### src/rtl/uart_baud_detect_pkg.sv
// Shared types and derived constants for the autobaud detector.
// Width math follows the codebase clogb2 convention (bits needed to hold a value).
package uart_baud_detect_pkg;

  typedef enum logic [2:0] {
    ST_IDLE    = 3'd0,
    ST_ARMED   = 3'd1,
    ST_MEASURE = 3'd2,
    ST_DONE    = 3'd3,
    ST_ERR     = 3'd4
  } baud_state_e;

  function automatic int clogb2(input int value);
    int r;
    int v;
    r = 32'sd0;
    v = value;
    while (v > 32'sd0) begin
      r = r + 32'sd1;
      v = v >>> 1;
    end
    return r;
  endfunction

  function automatic int max_count_f(input int clk_hz, input int min_baud);
    return 32'sd2 * (clk_hz / min_baud);
  endfunction

  function automatic int min_count_f(input int clk_hz, input int max_baud);
    return clk_hz / max_baud;
  endfunction

  function automatic int period_f(input int clk_hz, input int baud);
    return clk_hz / baud;
  endfunction

  function automatic int count_width_f(input int max_count);
    return clogb2(max_count) + 32'sd1;
  endfunction

  // Values for the default parameter set
  localparam int DEF_MAX_COUNT = max_count_f(32'sd2000000, 32'sd1200);
  localparam int DEF_MIN_COUNT = min_count_f(32'sd2000000, 32'sd500000);
  localparam int DEF_CW        = count_width_f(DEF_MAX_COUNT);
  localparam int DEF_PERIOD    = period_f(32'sd2000000, 32'sd115200);

endpackage

### src/rtl/uart_rx_sync.sv
// rx synchroniser: two metastability flops plus an edge-reference flop.
// Resets to idle-high so no spurious edge follows reset release.
module uart_rx_sync (
  input  logic uart_clk,
  input  logic uart_rstn,
  input  logic rx,
  output logic rx_sync,
  output logic rise,
  output logic fall
);

  logic [2:0] sync_r;

  // shift the pin through sync1 -> sync2 -> sync3
  always_ff @(posedge uart_clk or negedge uart_rstn) begin
    if (!uart_rstn) begin
      sync_r <= 3'b111;
    end else begin
      sync_r <= {sync_r[1:0], rx};
    end
  end

  assign rx_sync = sync_r[1];
  assign rise    = sync_r[1] & ~sync_r[2];
  assign fall    = ~sync_r[1] & sync_r[2];

endmodule

### src/rtl/uart_baud_detect.sv
// Autobaud detector: times the ten edges of a 0x55 sync character and reports
// the rounded average bit period (intervals 2..9) in uart_clk cycles.
module uart_baud_detect
  import uart_baud_detect_pkg::*;
#(
  parameter int BAUD_CLOCK_SPEED = 2000000,
  parameter int DEFAULT_BAUD     = 115200,
  parameter int MIN_BAUD         = 1200,
  parameter int MAX_BAUD         = 500000,
  parameter int TOL_SHIFT        = 3,
  localparam int MAX_COUNT       = max_count_f(BAUD_CLOCK_SPEED, MIN_BAUD),
  localparam int MIN_COUNT       = min_count_f(BAUD_CLOCK_SPEED, MAX_BAUD),
  localparam int DEFAULT_PERIOD  = period_f(BAUD_CLOCK_SPEED, DEFAULT_BAUD),
  localparam int CW              = count_width_f(MAX_COUNT)
) (
  input  logic          uart_clk,
  input  logic          uart_rstn,
  input  logic          rx,
  input  logic          detect_en,
  output logic [CW-1:0] baud_period,
  output logic          baud_valid,
  output logic          baud_err,
  output logic          busy
);

  localparam int SW = CW + 3;
  localparam logic [CW-1:0] CNT_ONE    = CW'(32'd1);
  localparam logic [CW-1:0] CNT_MAX    = CW'(MAX_COUNT);
  localparam logic [CW-1:0] CNT_MIN    = CW'(MIN_COUNT);
  localparam logic [CW-1:0] PERIOD_RST = CW'(DEFAULT_PERIOD);

  logic          rx_sync_s, rise_s, fall_s, edge_s;
  baud_state_e   state_r, state_next_s;
  logic [CW-1:0] cnt_r, ref_r, diff_s, tol_s;
  logic [SW-1:0] sum_r, rounded_s;
  logic [3:0]    ivl_idx_r;
  logic          ivl_bad_s;

  uart_rx_sync u_rx_sync (
    .uart_clk  (uart_clk),
    .uart_rstn (uart_rstn),
    .rx        (rx),
    .rx_sync   (rx_sync_s),
    .rise      (rise_s),
    .fall      (fall_s)
  );

  assign edge_s    = rise_s | fall_s;
  assign diff_s    = (cnt_r > ref_r) ? (cnt_r - ref_r) : (ref_r - cnt_r);
  assign tol_s     = ref_r >> TOL_SHIFT;
  assign ivl_bad_s = (cnt_r < CNT_MIN) || ((ivl_idx_r != 4'd0) && (diff_s > tol_s));
  assign rounded_s = sum_r + SW'(32'd4);

  // state register
  always_ff @(posedge uart_clk or negedge uart_rstn) begin
    if (!uart_rstn) begin
      state_r <= ST_IDLE;
    end else begin
      state_r <= state_next_s;
    end
  end

  // next-state: detect_en abort beats edges, edges beat the timeout
  always_comb begin
    state_next_s = state_r;
    case (state_r)
      ST_IDLE: begin
        if (detect_en && rx_sync_s) state_next_s = ST_ARMED;
        else                        state_next_s = ST_IDLE;
      end
      ST_ARMED: begin
        if (!detect_en)  state_next_s = ST_IDLE;
        else if (fall_s) state_next_s = ST_MEASURE;
        else             state_next_s = ST_ARMED;
      end
      ST_MEASURE: begin
        if (!detect_en) begin
          state_next_s = ST_IDLE;
        end else if (edge_s) begin
          if (ivl_bad_s)               state_next_s = ST_ERR;
          else if (ivl_idx_r == 4'd8)  state_next_s = ST_DONE;
          else                         state_next_s = ST_MEASURE;
        end else if (cnt_r == CNT_MAX) begin
          state_next_s = ST_ERR;
        end else begin
          state_next_s = ST_MEASURE;
        end
      end
      ST_DONE: state_next_s = ST_IDLE;
      ST_ERR:  state_next_s = ST_IDLE;
      default: state_next_s = ST_IDLE;
    endcase
  end

  // interval counter: restarts at 1 on every edge, saturates at MAX_COUNT
  always_ff @(posedge uart_clk or negedge uart_rstn) begin
    if (!uart_rstn) begin
      cnt_r <= '0;
    end else if (edge_s) begin
      cnt_r <= CNT_ONE;
    end else if (cnt_r != CNT_MAX) begin
      cnt_r <= cnt_r + CNT_ONE;
    end else begin
      cnt_r <= cnt_r;
    end
  end

  // first interval becomes the reference, the rest are summed
  always_ff @(posedge uart_clk or negedge uart_rstn) begin
    if (!uart_rstn) begin
      ref_r     <= '0;
      sum_r     <= '0;
      ivl_idx_r <= 4'd0;
    end else if ((state_r == ST_ARMED) && fall_s) begin
      sum_r     <= '0;
      ivl_idx_r <= 4'd0;
    end else if ((state_r == ST_MEASURE) && edge_s) begin
      if (ivl_idx_r == 4'd0) ref_r <= cnt_r;
      else                   sum_r <= sum_r + {3'b000, cnt_r};
      ivl_idx_r <= ivl_idx_r + 4'd1;
    end else begin
      ref_r     <= ref_r;
      sum_r     <= sum_r;
      ivl_idx_r <= ivl_idx_r;
    end
  end

  // registered result and status outputs
  always_ff @(posedge uart_clk or negedge uart_rstn) begin
    if (!uart_rstn) begin
      baud_period <= PERIOD_RST;
      baud_valid  <= 1'b0;
      baud_err    <= 1'b0;
      busy        <= 1'b0;
    end else begin
      baud_valid <= (state_r == ST_DONE);
      baud_err   <= (state_r == ST_ERR);
      busy       <= (state_next_s == ST_MEASURE);
      if (state_r == ST_DONE) baud_period <= CW'(rounded_s >> 3);
      else                    baud_period <= baud_period;
    end
  end

endmodule
### config.mk
export PLATFORM = sky130hd
export DESIGN_NAME = uart_baud_detect
export DESIGN_NICKNAME = d
export VERILOG_FILES = /design/src/rtl/uart_baud_detect_pkg.sv /design/src/rtl/uart_rx_sync.sv /design/src/rtl/uart_baud_detect.sv
export SDC_FILE = /design/constraint.sdc
export NUM_CORES = 1
export LEC_CHECK = 0
export ABC_AREA = 0
export BUFFER_PORTS_ARGS = -buffer_cell sky130_fd_sc_hd__buf_2
export CORE_MARGIN = 2
export CORE_UTILIZATION = 55
export CTS_CLUSTER_DIAMETER = 200
export DETAILED_ROUTE_END_ITERATION = 8
export PLACE_DENSITY_LB_ADDON = 0.08
export RECOVER_POWER = 25
export SLEW_MARGIN = 15
export SYNTH_ARGS = -nofsm -noshare
export SYNTH_HDL_FRONTEND = slang
export SYNTH_SLANG_ARGS = --single-unit
### constraint.sdc
create_clock -name uart_clk -period 4.9 [get_ports uart_clk]
set_clock_uncertainty 0.1 [all_clocks]
set_input_delay 0.98 -clock uart_clk [delete_from_list [all_inputs] [get_ports uart_clk]]
set_output_delay 0.98 -clock uart_clk [all_outputs]
set_load 0.005 [all_outputs]
# Yosys cells after proc, flatten, opt, wreduce, memory -nomap -nowiden
# Cells that the tools add are included.
totals:
  ff_bits: 68
  wordCells: 63
  out_inout_bits: 16
classes:
  muxes: 17
  add_sub_neg: 6
  order_cmp: 3
  reduce_logical: 12
  bitwise: 6
  eq_ne: 9
op_table:
  columns: ["cell", "count"]
  rows:
  - ["$mux W16", 3]
  - ["$mux W13", 3]
  - ["$sub A13 B13 Y13", 2]
  - ["$add A16 B13 Y16", 1]
  - ["$add A16 B3 Y16 const B", 1]
  - ["$add A13 B1 Y13 const B", 1]
  - ["$eq A13 B12 Y1 const B", 1]
  - ["$gt A13 B10 Y1", 1]
  - ["$gt A13 B13 Y1", 1]
  - ["$lt A13 B3 Y1 const B", 1]
  - ["$ne A13 B12 Y1 const B", 1]
  - ["$mux W3", 4]
  - ["$eq A3 B2 Y1 const B", 3]
  - ["$pmux W3 S3", 1]
  - ["$mux W4", 2]
  - ["$add A4 B1 Y4 const B", 1]
  - ["$eq A4 B4 Y1 const B", 1]
  - ["$logic_and A1 B1 Y1", 4]
  - ["$logic_not A4 Y1", 1]
  - ["$mux W2", 2]
  - ["$reduce_bool A2 Y1", 2]
  - ["$reduce_bool A4 Y1", 1]
  - ["$eq A3 B1 Y1 const B", 1]
  - ["$eq A3 B3 Y1 const B", 1]
  - ["9 further kinds", 13]

# Longest topological paths before layout
depth:
  ltp_word: 10
  ltp_mapped: 22

# Hierarchy
# From an unflattened synthesis, not the netlist that was laid out.
unflattened:
  cells_unflattened: 591
  area_unflattened_um2: 5151.2
modules_own_cells:
  columns: ["module", "n_inst", "area_each_um2", "cells_each", "seq_area_each_um2"]
  rows:
  - ["uart_baud_detect", 1, 5057.4, 586, 1629.1]
  - ["uart_rx_sync", 1, 93.8, 5, 78.8]

# Worst setup path after synthesis
# Ideal clock, no wire load.
synth_timing:
  path_type: "flip-flop to flip-flop"
  from: "register cnt_r[6]"
  to: "register state_r[0]"
  stages_incl_launch_ff: 22
  arrival_ns: 4.290
  path_slack_ns: 0.416
  setup_time_ns: 0.094
  synth_period_minus_slack_ns: 4.484
  t_required_ns: 4.706
  cell_sequence: "dfrtp_1 > inv_1 > ha_1 > buf_4 > a21o_1 > a311oi_1 > o21ai_0 > o21ai_2 > buf_4 > mux2i_1 > o21ai_0 > a31oi_2 > xnor2_1 > ha_1 > and4_1 > a211oi_1 > a31oi_1 > a2111oi_2 > o211ai_2 > a221oi_1 > nor2_1 > a211oi_1"
synth_via:
  elab_chain_cells: 9
  elab_cells_between_ends: 12
  classes_between: "add/sub: 2; order compare: 3; mux: 5; reduce/logical: 2"
synth_lines:
  columns: ["item", "line", "source"]
  rows:
  - ["from (decl)", "uart_baud_detect.sv:34", "logic [CW-1:0] cnt_r, ref_r, diff_s, tol_s;"]
  - ["from (signal assigned)", "uart_baud_detect.sv:102", "cnt_r <= cnt_r + CNT_ONE;"]
  - ["from (signal assigned)", "uart_baud_detect.sv:104", "cnt_r <= cnt_r;"]
  - ["$sub A13 B13 Y13 or $gt A13 B13 Y1 (tied branches)", "uart_baud_detect.sv:49", "assign diff_s = (cnt_r > ref_r) ? (cnt_r - ref_r) : (ref_r - cnt_r);"]
  - ["$mux W13", "uart_baud_detect.sv:49", null]
  - ["$gt A13 B10 Y1", "uart_baud_detect.sv:51", "assign ivl_bad_s = (cnt_r < CNT_MIN) || ((ivl_idx_r != 4'd0) && (diff_s > tol_s));"]
  - ["$logic_and A1 B1 Y1", "uart_baud_detect.sv:51", null]
  - ["$logic_or A1 B1 Y1 (*)", "uart_baud_detect.sv:51", null]
  - ["$mux W3 (*)", "uart_baud_detect.sv:80", "if (ivl_bad_s) state_next_s = ST_ERR;"]
  - ["$mux W3 (*)", "uart_baud_detect.sv:79", "end else if (edge_s) begin"]
  - ["$mux W3 (*)", "uart_baud_detect.sv:77", "if (!detect_en) begin"]
  - ["$pmux W3 S3 (*)", "uart_baud_detect.sv:66", "case (state_r)"]
  - ["net state_next_s[0]", "uart_baud_detect.sv:33", "baud_state_e state_r, state_next_s;"]
  - ["to (signal assigned)", "uart_baud_detect.sv:59", "state_r <= state_next_s;"]
  - ["to (decl)", "uart_baud_detect.sv:33", null]
# Mark *: on every way through the listed nets, which the timed path passes. The rest lies on a longest branch.
# A chain may end at the register's enable or synchronous reset.

# Final worst setup path
layout_timing:
  from: "register cnt_r[7]"
  to: "register state_r[0]"
# The elaborated chain is that of the path after synthesis.

==> results.md <==
- Worst vdd ir: approximately 0.24 mV
- Final ANT Viol Nets: 0
- Total of max-cap violations: 1
- Syn avg cell area: around 8.8 um2
- Final Instance Area: approximately 0.0059 mm2
- Final setup fails: 0
- Cell Rows: 35
- Proportion of synthesized chip area in sequential cells: approximately 33%
- Top cell by count, worst path: o211ai_2
- Number of synthesized flops with an enable pin: 0
- Die height: 101 um
- Total GRT Usage: about 26%
- CTS buffer count: 9
- Setup WS pre-CTS: between 0.015 and 0.02 ns
- Launching point of the worst reg2reg path: cnt_r[7]
- Die Wd: between 100 and 150 um
- Clock buffer depth: 2
- Highest clock rate: between 0.2 and 0.25 GHz
- Vias/cell: 5.94
- DR WL/cell: between 15 and 20 um
- Dpl hpwl: roughly 9.6 mm
- Top-count cell post-synth: nand2_1
- Die area: 0.0102 mm2
- Final wirelength: around 13 mm
- Final period util: slightly below 100%
- Critical path class: reg2reg
- Initial Utilization: between 50% and 60%
- PD cells: 352 mW/mm2
- Cell taking the most area after synthesis: dfrtp_1
- Mapped Cells: just under 600
- Synth top area share: between 30% and 40%
- Design Power: ~2100 uW
- Clock Latency Late Sink: 0.34 ns
- Clk slew on worst S/H paths: approximately 0.070 ns
- DP Cell Count: between 700 and 800
- CP max stage delay: 0.56 ns
- Fin cells: ~750
- Final setup margin: 0.104 ns
- H-tree depth: 3
- Vias in the first global route: ~4200
- Crit path launch: cnt_r[7]
- Worst-margin pin slew: ~1.7 ns
- DR iter-0 viols: roughly 280
- Post-Syn Area: 0.00520 mm2
- Largest cells by area after synthesis: dfrtp_1 30%, ha_1 13%, nand2_1 5.2%
- First-pass GRT wire length: 20.8 mm
- ANT cells: 0
- Number of synthesized register bits: 68
- Vias: 4428
- DRC: 0
- Sink Count: a little under 70
- Final Critical Period: around 4.8 ns
- Hold Fails Final Rpt: 0
- Reg2Reg Setup Slack: 0.10 ns
- Post-synth ARST share: 100%
- CP top delay family: compound AO/OA/AOI/OAI gates
- Initial antenna violation count: 0
- Synth Net Count: around 650
- Leak Pwr: ~0.0028 uW
- HP Start: u_rx_sync.sync_r[0]
- Crit-path cells: inv_2 -> ha_4 -> nand4_1 -> or4_4 -> o21ai_4 -> buf_4 -> mux2_1 -> o211ai_2 -> a31oi_4 -> xnor2_2 -> ha_1 -> and4_1 -> a211oi_2 -> a31oi_2 -> a2111oi_4 -> o211ai_2 -> a221oi_2 -> nor2_1 -> a211oi_1
- IO buf count: 19
- Post-synth top cells: 72 x nand2_1, 63 x dfrtp_1, 54 x ha_1, 49 x o21ai_0, 36 x inv_1
- Max Fanout on Critical Path: 7
- CP bufs+invs: 2
- Final nets: roughly 700
- Status: finished, violations left
- Remaining Overflow, GRT: 0
- Yosys cell types: 69
- Setup crit end kind: flip-flop
- CORE AREA: 0.00920 mm2
- Synth warn: 0
- RePlAce Congestion: about 0.97
- Rel. slew slack: -12.6%
- Top_reg_cell synth: dfrtp_1
- Worst min path class: reg2reg
- Critical Path RT: between 5 and 6 ns
- # IOs: 20
- Final setup TNS: 0 ns
- Share of cells above drive strength 1: roughly 18%
- Critical Path AT: ~4.9 ns
- Post-DP Area: 0.00550 mm2
- Count of pins over their slew limit: 69
- Largest net degree at the start of global routing: 69
- Synth-to-Final Area Change: 14.1%
- Slowest-stage cell, CP: or4_4
- Failing checks: capacitance limit, slew limit
- Fillers: 779
- CTS tree: built
- Root Driver: clkbuf_8
- Startpoint types: flip-flop
- 1st-pass router iterations: 5
==> cells in the final DEF (no fill, tap or decap), types with 9 or more instances in the layout <==
master / synthesis / layout
dfrtp_1: 63 / 61
and2_1: 11 / 10
nor3_1: 13 / 12
a21oi_1: 34 / 34
clkbuf_8: 0 / 9
nand3_1: 21 / 21
nand2_1: 72 / 72
nor2b_1: 10 / 9
a21o_1: 10 / 10
buf_2: 2 / 19
buf_4: 6 / 33
inv_1: 36 / 32
xnor2_1: 26 / 25
xor2_1: 20 / 20
o21ai_0: 49 / 48
ha_1: 54 / 46
nor2_1: 26 / 26
==> sequential cells by signal, summed over array words and instances, names as in the netlist <==
| signal | cells |
|---|---|
| baud_period | 13 |
| sum_r | 16 |
| u_rx_sync.sync_r | 3 |
| state_r | 3 |
| busy | 1 |
| cnt_r | 13 |
| baud_err | 1 |
| ivl_idx_r | 4 |
| ref_r | 13 |
| baud_valid | 1 |
==> worst paths after layout <==
path | endpoint | cells past startpoint
min in group asynchronous | ref_r[11] | 2
max in group asynchronous | cnt_r[5] | 2
min reg2reg | u_rx_sync.sync_r[1] | 0
min | u_rx_sync.sync_r[1] | 0
max | state_r[0] | 19
max reg2reg | state_r[0] | 19
==> metrics by stage <==
step,util [%],hold WS (ns)
after global routing,64.5,0.273
final,64.5,0.264
after floorplan,-,0.245
after global placement,59.9,0.250
after detailed placement,59.9,0.250
after CTS,62.0,0.261
==> final cells by class <==
class                   count  area [um2]  area share (%)
multi-input cells         460        3390            57.2
clock buffers               9         124            2.09
inverters                  37         139            2.34
clock inverters             7        75.1            1.27
well taps                 111         139            2.34
repair buffers             53         348            5.87
flip-flops and latches     68        1710            28.8
==> cells by family after synthesis <==
| kind of cell | after synthesis | share of synthesized area (%) |
|---|---|---|
| and+or+nand+nor | 195 | 18.6 |
| AOI/OAI and AO/OA | 152 | 19.2 |
| DFF | 68 | 32.9 |
| buffers and inverters | 62 | 5.39 |
| adders and majority gates | 57 | 14.2 |
| xor gates and xnor gates | 46 | 7.75 |
| muxes | 10 | 2.00 |
==> where the power goes <==
group,switching [uW],internal [uW],total (uW)
Combinational,550,471,1020
Sequential,18.7,583,601
Clock,228,238,465
==> routing by layer <==
| metal | track usage [%] | vias to the layer above | share of wire, % |
|---|---|---|---|
| li1 | - | 2166 | - |
| met1 | 36.5 | 2108 | 47 |
| met2 | 41.1 | 132 | 47 |
| met3 | 3.38 | 22 | 4.1 |
| met4 | 9.46 | 0 | 2.2 |
| met5 | 0 | - | 0 |
==> what timing repair did <==
action	CTS	global route
endpoints found under the hold margin	0	0
setup buffers	0	6
gates resized for setup	0	34
hold buffers	0	0
setup endpoints to repair	0	4
Power figures use the tool's default switching activity.
